`config.mk`:
```
export PLATFORM = sky130hd
export DESIGN_NAME = clk_step_ctrl
export DESIGN_NICKNAME = d
export VERILOG_FILES = /design/src/rtl/clk_step_ctrl_pkg.sv /design/src/rtl/clk_step_ctrl_btn_debounce.sv /design/src/rtl/clk_step_ctrl.sv
export SDC_FILE = /design/constraint.sdc
export NUM_CORES = 1
export LEC_CHECK = 0
export ABC_AREA = 0
export CAP_MARGIN = 0
export CORE_AREA = 2 2 106 108
export CTS_BUF_LIST = sky130_fd_sc_hd__clkbuf_4 sky130_fd_sc_hd__clkbuf_8
export CTS_CLUSTER_SIZE = 40
export DETAILED_ROUTE_END_ITERATION = 8
export DIE_AREA = 0 0 108 110
export PLACE_DENSITY = 0.91
export SYNTH_ARGS = -nofsm -noshare
export SYNTH_HDL_FRONTEND = slang
export SYNTH_HIERARCHICAL = 1
export SYNTH_SLANG_ARGS = --single-unit
```
`constraint.sdc`:
```
create_clock -name clk -period 8.52 [get_ports clk]
set_input_delay 1.278 -clock clk [delete_from_list [all_inputs] [get_ports clk]]
set_output_delay 1.278 -clock clk [all_outputs]
set_load 0.005 [all_outputs]
```
`src/rtl/clk_step_ctrl_pkg.sv`:
```
// Shared constants for the CPU run-control front end: mode encodings,
// FSM state codes and the mode-to-state decode.
package clk_step_ctrl_pkg;

    typedef logic [1:0] mode_t;

    localparam mode_t MODE_HALT = 2'b00;
    localparam mode_t MODE_RUN  = 2'b01;
    localparam mode_t MODE_STEP = 2'b10;

    localparam logic [1:0] ST_HALT = 2'b00;
    localparam logic [1:0] ST_RUN  = 2'b01;
    localparam logic [1:0] ST_STEP = 2'b10;

    localparam int unsigned DIV_25_0000 = 25_0000;

    // The unused encoding 2'b11 parks the core like HALT.
    function automatic logic [1:0] mode_to_state(input mode_t mode);
        case (mode)
            MODE_RUN:  return ST_RUN;
            MODE_STEP: return ST_STEP;
            default:   return ST_HALT;
        endcase
    endfunction

endpackage

```
`src/rtl/clk_step_ctrl_btn_debounce.sv`:
```
// Push-button conditioner: 2-flop synchronizer followed by a stability
// debouncer. Reports the debounced level and a one-cycle rising-edge pulse.
module clk_step_ctrl_btn_debounce #(
    parameter int unsigned DEB_CYCLES = 100000,
    parameter int          DEB_W      = 17
) (
    input  logic i_clk,
    input  logic i_rst,
    input  logic i_btn,
    output logic o_level,
    output logic o_rise
);

    logic [1:0]       r_sync;
    logic [DEB_W-1:0] r_cnt;
    logic             r_level;
    logic             r_rise;

    logic w_differs;
    logic w_settled;

    assign w_differs = (r_sync[1] != r_level);
    assign w_settled = (r_cnt == DEB_W'(DEB_CYCLES - 1));

    // NOTE: sequential state uses non-blocking assignments so every flop
    // samples the pre-edge values, which is what makes the synchronizer a chain.
    always_ff @(posedge i_clk) begin
        if (i_rst) begin
            r_sync  <= '0;
            r_cnt   <= '0;
            r_level <= 1'b0;
            r_rise  <= 1'b0;
        end else begin
            r_sync <= {r_sync[0], i_btn};
            r_rise <= 1'b0;
            if (w_differs) begin
                if (w_settled) begin
                    r_level <= r_sync[1];
                    r_rise  <= r_sync[1];
                    r_cnt   <= '0;
                end else begin
                    r_cnt <= r_cnt + DEB_W'(1);
                end
            end else begin
                r_cnt <= '0;
            end
        end
    end

    assign o_level = r_level;
    assign o_rise  = r_rise;

endmodule

```
`src/rtl/clk_step_ctrl.sv`:
```
// CPU timebase run control: emits the cpu_ce enable in HALT, RUN (every
// div_cur cycles) or STEP (one per debounced button press) mode.
module clk_step_ctrl
    import clk_step_ctrl_pkg::*;
#(
    parameter int          CNT_W       = 32,
    parameter int unsigned DEFAULT_DIV = DIV_25_0000,
    parameter int unsigned DEB_CYCLES  = 100000,
    parameter int          DEB_W       = 17
) (
    input  logic             clk,
    input  logic             rst,
    input  logic [1:0]       mode,
    input  logic             step_btn,
    input  logic             div_we,
    input  logic [CNT_W-1:0] div_wdata,
    output logic             cpu_ce,
    output logic [CNT_W-1:0] div_cur,
    output logic [1:0]       state_o,
    output logic [CNT_W-1:0] pulse_cnt
);

    logic [1:0]       r_state;
    logic [CNT_W-1:0] r_div;
    logic [CNT_W-1:0] r_cnt;
    logic [CNT_W-1:0] r_pulse_cnt;
    logic             r_ce;

    logic [1:0] w_next_state;
    logic       w_state_chg;
    logic       w_run_tick;
    logic       w_deb_level;
    logic       w_deb_rise;
    logic       w_ce_next;

    clk_step_ctrl_btn_debounce #(
        .DEB_CYCLES (DEB_CYCLES),
        .DEB_W      (DEB_W)
    ) u_deb (
        .i_clk   (clk),
        .i_rst   (rst),
        .i_btn   (step_btn),
        .o_level (w_deb_level),
        .o_rise  (w_deb_rise)
    );

    assign w_next_state = mode_to_state(mode);
    assign w_state_chg  = (w_next_state != r_state);
    assign w_run_tick   = (r_state == ST_RUN) && (r_cnt == r_div - CNT_W'(1));

    // A state change swallows both a RUN tick and a STEP edge; a divisor
    // write only competes with the RUN tick.
    // NOTE: default assignment first so no path through the block infers a latch.
    always_comb begin
        w_ce_next = 1'b0;
        if (!w_state_chg) begin
            case (r_state)
                ST_RUN:  w_ce_next = w_run_tick && !div_we;
                ST_STEP: w_ce_next = w_deb_rise && w_deb_level;
                default: w_ce_next = 1'b0;
            endcase
        end
    end

    always_ff @(posedge clk) begin
        if (rst) begin
            r_state     <= ST_HALT;
            r_div       <= CNT_W'(DEFAULT_DIV);
            r_cnt       <= '0;
            r_pulse_cnt <= '0;
            r_ce        <= 1'b0;
        end else begin
            r_state <= w_next_state;
            r_ce    <= w_ce_next;

            if (div_we) begin
                r_div <= (div_wdata == '0) ? CNT_W'(1) : div_wdata;
            end

            if (w_state_chg || div_we || (r_state != ST_RUN) || w_run_tick) begin
                r_cnt <= '0;
            end else begin
                r_cnt <= r_cnt + CNT_W'(1);
            end

            // Counted alongside the pulse so pulse_cnt already includes it.
            if (w_ce_next) begin
                r_pulse_cnt <= r_pulse_cnt + CNT_W'(1);
            end
        end
    end

    assign cpu_ce    = r_ce;
    assign div_cur   = r_div;
    assign state_o   = r_state;
    assign pulse_cnt = r_pulse_cnt;

endmodule

```
======== Word-level counts from Yosys, hierarchy flattened ========
Index checks and enable logic that the tools add are counted.
word-level totals
  logic and storage cells ................. 40
  register bits after elaboration ......... 120
operators by class
  muxes and demuxes ....................... 4
  reductions and logical operators ........ 12
  $add $sub $neg .......................... 4
  bitwise gates (word level) .............. 2
  eq/ne operators ......................... 9
operators with widths
  kind                                                   number
  adder 32 x 1 -> 32 bit, second input constant          2
  equality test 32 bit                                   1
  logical NOT 32 bit                                     1
  two-way mux 32 bit                                     1
  subtractor 32 x 1 -> 32 bit, second input constant     1
  adder 17 x 1 -> 17 bit, second input constant          1
  equality test 17 bit, second input constant            1
  OR reduction 3 bit                                     2
  equality test 2 x 1 -> 1 bit, second input constant    2
  equality test 2 bit, second input constant             2
  one-hot mux 2 bit (2 select lines)                     1
  logical AND 1 bit                                      3
  logical OR 1 bit                                       3
  inequality test 2 x 1 -> 1 bit, second input constant  1
  inequality test 2 bit                                  1
  NOT 1 bit                                              2
  one-hot mux 1 bit (2 select lines)                     1
  AND reduction 2 bit                                    1
  OR reduction 2 bit                                     1
  logical NOT 1 bit                                      1
  two-way mux 1 bit                                      1
  inequality test 1 bit                                  1

======== Depth between registers and ports, before layout ========
Gate-level depths: netlist of run 1.
  word-level depth ........................ 7
  mapped depth ............................ 14

======== Modules after synthesis ========
Netlist of run 1, hierarchy kept.
modules (own cells, without submodules)
  module                      instances  area an instance (µm²)  sequential area each (µm²)  cells each
  clk_step_ctrl               1          5230.0                  1981.9                      619
  clk_step_ctrl_btn_debounce  1          923.4                   420.4                       93

======== Worst setup path after synthesis of run 1 ========
OpenSTA, ideal clock, no wires.
  kind .................................... reg-to-reg
  start point ............................. reg r_div[0], in the netlist div_cur[0]
  end point ............................... reg r_pulse_cnt[22], in the netlist pulse_cnt[22]
  arrival time ............................ 3.861 ns
  clock period less this slack ............ 3.931 ns
  buffers on the path ..................... 1
  setup slack ............................. 4.589 ns
  data required time ...................... 8.450 ns
  stages on the path, launching flop included .. 14
  cells stage by stage .................... dfxtp_1 -> inv_1 -> ha_1 -> or4b_1 -> or4b_4 -> nor4_4 -> xnor2_1 -> nor4b_2 -> nand4_1 -> o31a_1 -> or4_1 -> buf_2 -> or4_1 -> a21oi_1
between the ends
  cells in the longest elaborated chain, start to end .. 6
RTL lines
  item                                line                 source
  start: declaration                  clk_step_ctrl.sv:24  logic [CNT_W-1:0] r_div;
  start signal: assignment            clk_step_ctrl.sv:68  r_div <= CNT_W'(DEFAULT_DIV);
  start signal: assignment            clk_step_ctrl.sv:77  r_div <= (div_wdata == '0) ? CNT_W'(1) : div_wdata;
  subtractor 32 x 1 -> 32 bit         clk_step_ctrl.sv:49  assign w_run_tick = (r_state == ST_RUN) && (r_cnt == r_div - CNT_W'(1));
  equality test 32 bit                clk_step_ctrl.sv:49
  logical AND 1 bit                   clk_step_ctrl.sv:49
  logical AND 1 bit                   clk_step_ctrl.sv:58  ST_RUN: w_ce_next = w_run_tick && !div_we;
  one-hot mux 1 bit (2 select lines)  clk_step_ctrl.sv:57  case (r_state)
  two-way mux 1 bit                   clk_step_ctrl.sv:56  if (!w_state_chg) begin
  end signal: assignment              clk_step_ctrl.sv:88  r_pulse_cnt <= r_pulse_cnt + CNT_W'(1);
  end: declaration                    clk_step_ctrl.sv:26  logic [CNT_W-1:0] r_pulse_cnt;
No other way between the ends.
A chain may end at the register's enable or synchronous reset.

======== Worst setup path after layout of run 1 ========
Ends and elaborated chain as after synthesis.

==> results.yml, run 1 <==
synth:
  synth-edff-count: 0
  synth-compound-area-share_pct: 10.9
  synth_top_family_by_area: "simple AND/OR/NAND/NOR gates"
  synth_area_per_cell_um2: 8.64
  ys_ff_latch: 120
  synth-simple-area-share_pct: 29.8
  synth_seq_area_share_pct: 39.0
  synthCells: 712
  synth_flop_cell: "dfxtp_1"
  synth_top_cell_area_share_pct: 39.0
  netlist_area_um2: 6150
  synth_area_leaders: "dfxtp_1 (39%), xnor2_1 (7.4%), xor2_1 (6.7%), nor2_1 (5.6%), a22o_1 (3.4%)"
  synth.distinct_cells: 61
  synth_top_area_cell: "dfxtp_1"
  synth_warnings: 6
  synth-xor-area-share_pct: 14.1
  synth_fa_ha_area_share_pct: 1.22
  yosys-mux-area-fraction_pct: 1.53
  async_reset_ff_share_pct: 0
  synth_nets: 756
setup_path:
  r2r_end: "pulse_cnt[22]$_SDFFE_PP0P_"
  critical_path_required_ns: 8.89
  r2r_slack_ns: 3.52
  reg2reg_from: "div_cur[0]$_SDFFE_PP0P_"
  worst_path_dominant_cell_family: "simple AND/OR/NAND/NOR gates"
  worst_path_max_delay_cell: "or4_1"
  slowest_delay_ns: 0.84
  crit_arrival_ns: 5.37
  cp-end-kind: "flip-flop"
  worstSetupStartpointType: "flip-flop"
  path_max_fanout: 19
  setup.worst_path.class: "flip-flop to flip-flop"
  reg2regPathDepth: 12
  worstPathCellList: "inv_1, ha_1, nor3b_1, a21oi_1, or3_1, a2111oi_0, o2111ai_1, or2_2, o31a_1, or4_1, or4_1, a21oi_1"
  path_buf_inv: 1
drt:
  drc: 0
  via_per_inst: 6.03
  ant_nets: 0
  drt_iter0_drc: 368
  wl_um: 16500
  wl_per_cell_um: 17.1
  drtPass1Iterations: 5
  vias: 5799
floorplanning:
  initial_core_util_pct: 57.5
  die_w_um: 108
  die_height_um: 110
  io_pins: 105
  num_rows: 38
  core_area_um2: 10700
  die_area_um2: 11900
cts:
  cts_made_buffers: 17
  worstSkewPairLatency_ns: 0.46
  cts_sinks: 120
  htreeDepth: 4
  cts_tree: "built"
  clk_pin_slew_ns: 0.07
  clockBufferDepth: 2
  post_cts_resized: 0
  holdBufCountCts: 0
  clockRootBuffer: "clkbuf_8"
  post-cts-setup-buffer-count: 0
finish:
  layout_common_cells: "dfxtp_1 (120), clkdlybuf4s50_1 (103), nor2_1 (92), xnor2_1 (52), xor2_1 (47)"
  multi_input_area_um2: 3550
  layout-drive-gt1-share_pct: 7.42
  layout.nets: 853
  fillerInstances: 801
  area.growth.synth_to_final_pct: 24.5
  regArea_um2: 2400
  antenna_cells: 0
  post-route-util_pct: 71.6
  final_common_cell: "dfxtp_1"
pwr:
  powerDensity_nw_per_um2: 158
  p_leak_nw: 2.53
  internal-power_mw: 0.888
  switching_share_pct: 26.4
  ir_drop_v: 0.000115
  pwr-share-comb_pct: 9.3
  netSwitchingPower_mw: 0.319
  clockPowerShare_pct: 41.7
  seqPwrFrac_pct: 49.0
placement:
  port_buffers: 104
  dp_hpwl_um: 11900
  routabilityCongestion: 0.971
grt:
  grt_overflow: 0
  grt_pass1_vias: 5484
  grt_pass1_wl_um: 26000
  grt_max_degree: 53
  antenna_found_initial: 0
  grtUsageTotal_pct: 28.0
timing:
  rsz0062_at_grt: "no"
  relSlewSlack_pct: 37.6
  drv_slew: 0
  worst_slew_pin_slew_ns: 0.928
  fmax_mhz: 200
  min_period_over_period_pct: 58.7
  fin_crit_ns: 5.00
  finalHoldViolCount: 0
  setup_tns_ns: 0
  setup_viol: 0
  clock_skew_ns: 0.0155
worst_hold_path:
  min_to: "u_deb/r_cnt[0]$_SDFF_PP0_"
  min_path_cells: 1
  hp-start: "u_deb/r_cnt[0]$_SDFF_PP0_"
  min_path_type: "flip-flop to flip-flop"
job:
  maxCapViolCount: 0
status:
  status: "finished, final reports clean"
[registers in the layout, indices dropped and copies added, names as in the netlist]
signal,count
pulse_cnt,32
u_deb/r_cnt,17
state_o,2
div_cur,32
r_cnt,32
u_deb/o_level,1
u_deb/o_rise,1
cpu_ce,1
u_deb/r_sync,2
[worst register-to-register path, stage by stage, from the launching register on]
cell and delay, ns:
dfxtp_1 0.37, inv_1 0.08, ha_1 0.23, nor3b_1 0.51
a21oi_1 0.13, or3_1 0.31, a2111oi_0 0.61, o2111ai_1 0.31
or2_2 0.34, o31a_1 0.40, or4_1 0.84, or4_1 0.62
a21oi_1 0.18
[routing by layer]
metal | GRT usage (%) | vias to the layer above | share of wire [%]
met1 | 33.9 | 2734 | 42
li1 | - | 2747 | -
met2 | 48.2 | 256 | 48
met3 | 5.64 | 62 | 6.9
met5 | 0 | - | 0
met4 | 12.4 | 0 | 3.1
[layout make-up]
class                      instances  share of cell area, %
clock buffer                      20                   3.59
sequential                       120                   31.4
multi-input combinational        543                   46.4
clock inverter                    12                   1.52
timing repair buffer             108                   13.9
tap                              140                   2.29
inverter                          19                  0.931
[how the worst max path moves through the flow]
stage,depth (start not counted),to,start,slack (ns)
after CTS,12,pulse_cnt[22]$_SDFFE_PP0P_,div_cur[0]$_SDFFE_PP0P_,3.62
after floorplan,13,pulse_cnt[22]$_SDFFE_PP0P_,div_cur[0]$_SDFFE_PP0P_,4.59
final,12,pulse_cnt[22]$_SDFFE_PP0P_,div_cur[0]$_SDFFE_PP0P_,3.52
after detailed placement,12,pulse_cnt[22]$_SDFFE_PP0P_,div_cur[0]$_SDFFE_PP0P_,3.71
after global placement,12,pulse_cnt[22]$_SDFFE_PP0P_,div_cur[0]$_SDFFE_PP0P_,3.92
after global routing,12,pulse_cnt[22]$_SDFFE_PP0P_,div_cur[0]$_SDFFE_PP0P_,3.32
[cells by family after synthesis]
family | count (synthesis)
adders and majority gates | 6
DFF | 120
AOI/OAI and AO/OA | 102
buffers and inverters | 49
and+or+nand+nor | 327
xor gates and xnor gates | 99
muxes | 9
[power groups by stage]
stage / registers (mW) / clock network, mW / logic, mW
after floorplan: 0.597 / 0 / 0.0587
after global placement: 0.602 / 0 / 0.108
after detailed placement: 0.603 / 0 / 0.110
after CTS: 0.590 / 0.506 / 0.111
after global routing: 0.592 / 0.532 / 0.121
final: 0.591 / 0.503 / 0.113
[stage by stage]
stage	power, mW	hold WS (ns)	instance area [um2]	worst slack [ns]	cells
floorplan	0.656	0.414	6150	4.59	712
global placement	0.710	0.441	7270	3.92	930
detailed placement	0.713	0.450	7270	3.71	930
CTS	1.21	0.466	7660	3.62	962
global route	1.25	0.485	7660	3.32	962
finish	1.21	0.469	7660	3.52	962
[cell usage after synthesis, types with 3 or more instances]
cell / count
dfxtp_1: 120
nor2_1: 92
xnor2_1: 52
xor2_1: 47
nand3_1: 37
nand2_1: 33
a21oi_1: 31
clkbuf_1: 25
a22o_1: 24
nor4_1: 24
o21ai_0: 24
or3_1: 23
nand4_1: 20
inv_1: 19
nor3_1: 17
nor2b_1: 11
and3_1: 10
a211o_1: 7
nor4b_1: 7
ha_1: 6
mux2i_1: 6
nand2b_1: 6
nand4b_1: 6
and4_1: 5
or2_2: 5
or4_1: 5
nor3b_1: 4
o31ai_1: 4
buf_6: 3
mux2_2: 3
o22ai_1: 3
No activity file was read; power rests on OpenSTA's default activity.
==> inputs of run 2 (changes only) <==
- CORE_AREA: 2 2 106 108 -> 2 2 114 116
- DIE_AREA: 0 0 108 110 -> 0 0 116 118
- PLACE_DENSITY: 0.91 -> 0.83
- clock period: 8.52 -> 4.3 ns (I/O delays scaled with it)
==> results.yml, run 2 (synthesized netlist as in run 1, its figures left out) <==
timing:
  clock_skew_ns: 0.0116
  finalHoldViolCount: 0
  fin_crit_ns: 4.21
  worst_slew_pin_slew_ns: 1.21
  relSlewSlack_pct: 19.1
  drv_slew: 0
  holdWs_ns: 0.462
  setup_viol: 0
  min_period_over_period_pct: 97.9
  fmax_mhz: 238
pwr:
  p_leak_nw: 2.66
  ir_drop_v: 0.000234
  powerDensity_nw_per_um2: 321
grt:
  grt_pass1_vias: 5416
  grtUsageTotal_pct: 24.4
  grt_max_degree: 52
  grt_pass1_wl_um: 26300
  grt_overflow: 0
  antenna_found_initial: 0
cts:
  clockRootBuffer: "clkbuf_8"
  cts_made_buffers: 17
  cts_sinks: 120
  htreeDepth: 4
  clockBufferDepth: 2
  clk_pin_slew_ns: 0.07
  worstSkewPairLatency_ns: 0.45
  cts_tree: "built"
finish:
  area.growth.synth_to_final_pct: 28.3
  instances_no_fill: 1010
  antenna_cells: 0
  post-route-util_pct: 63.6
  layout_common_cells: "dfxtp_1 (120), clkdlybuf4s50_1 (103), nor2_1 (91), xnor2_1 (52), xor2_1 (47)"
  fillerInstances: 1044
  layout-drive-gt1-share_pct: 9.79
  layout.nets: 870
  final_common_cell: "dfxtp_1"
floorplanning:
  num_rows: 41
  core_area_um2: 12400
  initial_core_util_pct: 49.6
  die_w_um: 116
  die_height_um: 118
  die_area_um2: 13700
  io_pins: 105
drt:
  wl_per_cell_um: 15.9
  drt_iter0_drc: 401
  ant_nets: 0
  drtPass1Iterations: 5
  wl_um: 16100
  via_per_inst: 5.69
  drc: 0
  vias: 5747
setup_path:
  cp-end-kind: "flip-flop"
  path_max_fanout: 10
  crit_start: "div_cur[5]$_SDFFE_PP0P_"
  setup.worst_path.class: "flip-flop to flip-flop"
  critical_path_required_ns: 4.67
  worstSetupStartpointType: "flip-flop"
  reg2reg_from: "div_cur[5]$_SDFFE_PP0P_"
  crit_arrival_ns: 4.58
placement:
  dp_hpwl_um: 11600
  placedCellCount: 978
  routabilityCongestion: 0.938
  port_buffers: 104
worst_hold_path:
  hp-start: "u_deb/r_sync[0]$_SDFF_PP0_"
  min_path_type: "flip-flop to flip-flop"
status:
  status: "finished, final reports clean"
job:
  maxCapViolCount: 0
run 2: cell count changes in the layout (fill, tap and decap cells not counted), sizes merged:
cell,previous run,this run
bufinv,1,4
inv,22,19
clkbuf,20,22
clkinvlp,5,1
clkinv,3,4
buf,5,22
run 2: where the power goes:
part           leakage, nW  internal (mW)  switching (mW)
Sequential           0.974           1.13          0.0306
Clock                0.223          0.674           0.451
Combinational         1.46          0.131           0.114
Total                 2.66           1.94           0.596
run 2: layer usage:
layer	wire [um]	up-vias	track usage, %
li1	-	2782	-
met1	7300	2735	31.8
met2	7400	192	37.4
met3	914	38	5.97
met4	487	0	11.8
met5	0	-	0
run 2: critical path: stages, from the launching register on:
cell	delay, ns
dfxtp_1	0.39
nor4_1	0.69
nand4b_1	0.34
or3_1	0.41
nor3_1	0.23
o2111ai_1	0.21
or2_2	0.33
o31a_1	0.27
or4_4	0.58
buf_4	0.18
or3_1	0.33
a21oi_1	0.16
run 2: cell type report:
cell class | count | area [um2] | area share (%)
Multi-Input combinational cell | 543 | 3580 | 45.4
Clock inverter | 9 | 148 | 1.87
Timing Repair Buffer | 125 | 1190 | 15.1
Inverter | 19 | 71.3 | 0.903
Clock buffer | 22 | 284 | 3.60
Tap cell | 172 | 215 | 2.73
Sequential cell | 120 | 2400 | 30.4
run 2: final timing paths:
kind	slack, ns	depth (start not counted)	to
setup / recovery	0.09	11	pulse_cnt[30]$_SDFFE_PP0P_
hold / removal	0.46	1	u_deb/r_sync[1]$_SDFF_PP0_
setup reg to reg	0.09	11	pulse_cnt[30]$_SDFFE_PP0P_
hold reg to reg	0.46	1	u_deb/r_sync[1]$_SDFF_PP0_
run 2: what timing repair did:
item                       CTS  global route
resized for setup            2             4
cloned                       0             0
pin swaps                    0             1
setup buffers                0             1
hold buffers                 0             0
setup endpoints to repair    5            15
run 2: through the flow:
| step | area, um2 | power (mW) | setup WS (ns) | TNS [ns] |
|---|---|---|---|---|
| after floorplan | 6150 | 1.30 | 0.369 | 0 |
| after global placement | 7430 | 1.42 | 0.127 | 0 |
| after detailed placement | 7430 | 1.43 | -0.0304 | -0.0414 |
| after CTS | 7870 | 2.55 | 0.0780 | 0 |
| after global routing | 7900 | 2.62 | -0.0186 | -0.0186 |
| final | 7900 | 2.53 | 0.0909 | 0 |
==> inputs of run 3 (changes only) <==
- SETUP_SLACK_MARGIN: unset -> 0.4
==> results.yml, run 3 (synthesized netlist as in run 1, its figures left out) <==
status:
  status: "finished, final reports clean"
finish:
  regArea_um2: 2410
  multi_input_area_um2: 3700
  fillerInstances: 1061
  final_common_cell: "dfxtp_1"
  final_area_um2: 8100
  layout.nets: 883
  layout_common_cells: "dfxtp_1 (116), clkdlybuf4s50_1 (103), nor2_1 (90), xnor2_1 (51), xor2_1 (47)"
  layout-drive-gt1-share_pct: 13.5
  area.growth.synth_to_final_pct: 31.6
  antenna_cells: 0
cts:
  cts_tree: "built"
  clockBufferDepth: 2
  clk_pin_slew_ns: 0.07
  cts_made_buffers: 17
  htreeDepth: 4
  worstSkewPairLatency_ns: 0.45
  cts_sinks: 120
  clockRootBuffer: "clkbuf_8"
setup_path:
  slowest_delay_ns: 0.56
  crit_arrival_ns: 4.25
  worst_path_max_delay_cell: "or4b_4"
  setup.worst_path.class: "flip-flop to flip-flop"
  worstPathCellList: "inv_2, ha_4, or4b_4, or4b_4, nor4_4, xnor2_1, nor4b_2, nand4_1, o31a_1, buf_6, or3_4, buf_6, or3_1, a21oi_1"
  path_max_fanout: 8
  critical_path_required_ns: 4.68
  worstSetupStartpointType: "flip-flop"
  cp-end-kind: "flip-flop"
pwr:
  p_leak_nw: 2.72
  ir_drop_v: 0.000225
  powerDensity_nw_per_um2: 307
  finalPower_mw: 2.48
drt:
  drc: 0
  vias: 5805
  ant_nets: 0
  wl_per_cell_um: 16.4
  wl_um: 16700
  drtPass1Iterations: 5
  via_per_inst: 5.67
  drt_iter0_drc: 349
floorplanning:
  initial_core_util_pct: 49.6
  num_rows: 41
  die_height_um: 118
  die_w_um: 116
  io_pins: 105
  core_area_um2: 12400
  die_area_um2: 13700
timing:
  clock_skew_ns: 0.00969
  drv_slew: 0
  finalHoldViolCount: 0
  min_period_over_period_pct: 90.0
  fmax_mhz: 258
  rsz0062_at_grt: "yes"
  fin_crit_ns: 3.87
  relSlewSlack_pct: 26.1
  setup_viol: 0
  worst_slew_pin_slew_ns: 1.11
  finalWorstSetupSlack_ns: 0.431
grt:
  grt_max_degree: 52
  grtUsageTotal_pct: 24.4
  grt_pass1_wl_um: 26400
  grt_overflow: 0
  grt_pass1_vias: 5388
  antenna_found_initial: 0
worst_hold_path:
  min_path_type: "flip-flop to flip-flop"
placement:
  dpl_worst_slack_ns: -0.0586
  routabilityCongestion: 0.886
  dp_hpwl_um: 11400
  port_buffers: 104
  postPlaceCellArea_um2: 7450
job:
  maxCapViolCount: 0
run 3: repair_timing:
item / in CTS / in global routing
hold buffers: 0 / 0
setup endpoints to repair: 21 / 22
pin swaps: 7 / 6
resized for setup: 9 / 24
setup buffers: 6 / 5
gates cloned: 1 / 0
run 3: worst paths after layout:
check             slack, ns  cells past startpoint                       start                         end
hold reg to reg        0.44                      1  u_deb/r_sync[0]$_SDFF_PP0_  u_deb/r_sync[1]$_SDFF_PP0_
hold / removal         0.44                      1  u_deb/r_sync[0]$_SDFF_PP0_  u_deb/r_sync[1]$_SDFF_PP0_
setup reg to reg       0.43                     14     div_cur[1]$_SDFFE_PP0P_  pulse_cnt[15]$_SDFFE_PP0P_
setup / recovery       0.43                     14     div_cur[1]$_SDFFE_PP0P_  pulse_cnt[15]$_SDFFE_PP0P_
run 3: area by class of cell:
cell class / instances / area share, %
flip-flops and latches: 120 / 29.7
clock buffers: 24 / 4.00
clock inverters: 7 / 1.11
inverters: 19 / 0.881
repair buffers: 137 / 16.0
multi-input cells: 544 / 45.6
well taps: 172 / 2.66
run 3: critical path, delay by kind of cell, from the launching register on:
| kind | cells | cell delay [ns] |
|---|---|---|
| fa+ha+maj | 1 | 0.13 |
| flops | 1 | 0.34 |
| buf+inv | 3 | 0.37 |
| compound gates | 2 | 0.50 |
| xor+xnor | 1 | 0.11 |
| simple gates | 7 | 2.34 |
run 3: layer usage:
metal  GRT usage (%)  routed length, um
met3            6.90               1240
met5               0                  0
met4            9.67                489
met2            38.0               7650
met1            31.6               7360
run 3: metrics by stage:
step	TNS [ns]	utilization (%)	hold slack, ns	std cells
floorplan	0	-	0.414	712
global placement	0	60.0	0.441	980
detailed placement	-0.0633	60.0	0.428	980
CTS	0	64.2	0.444	1018
global route	0	65.2	0.451	1023
finish	0	65.2	0.444	1023
run 3: power by group:
part / total [mW] / internal (mW) / switching [mW]
clock network: 1.05 / 0.608 / 0.447
logic: 0.266 / 0.141 / 0.125
registers: 1.16 / 1.13 / 0.0311
total: 2.48 / 1.88 / 0.603
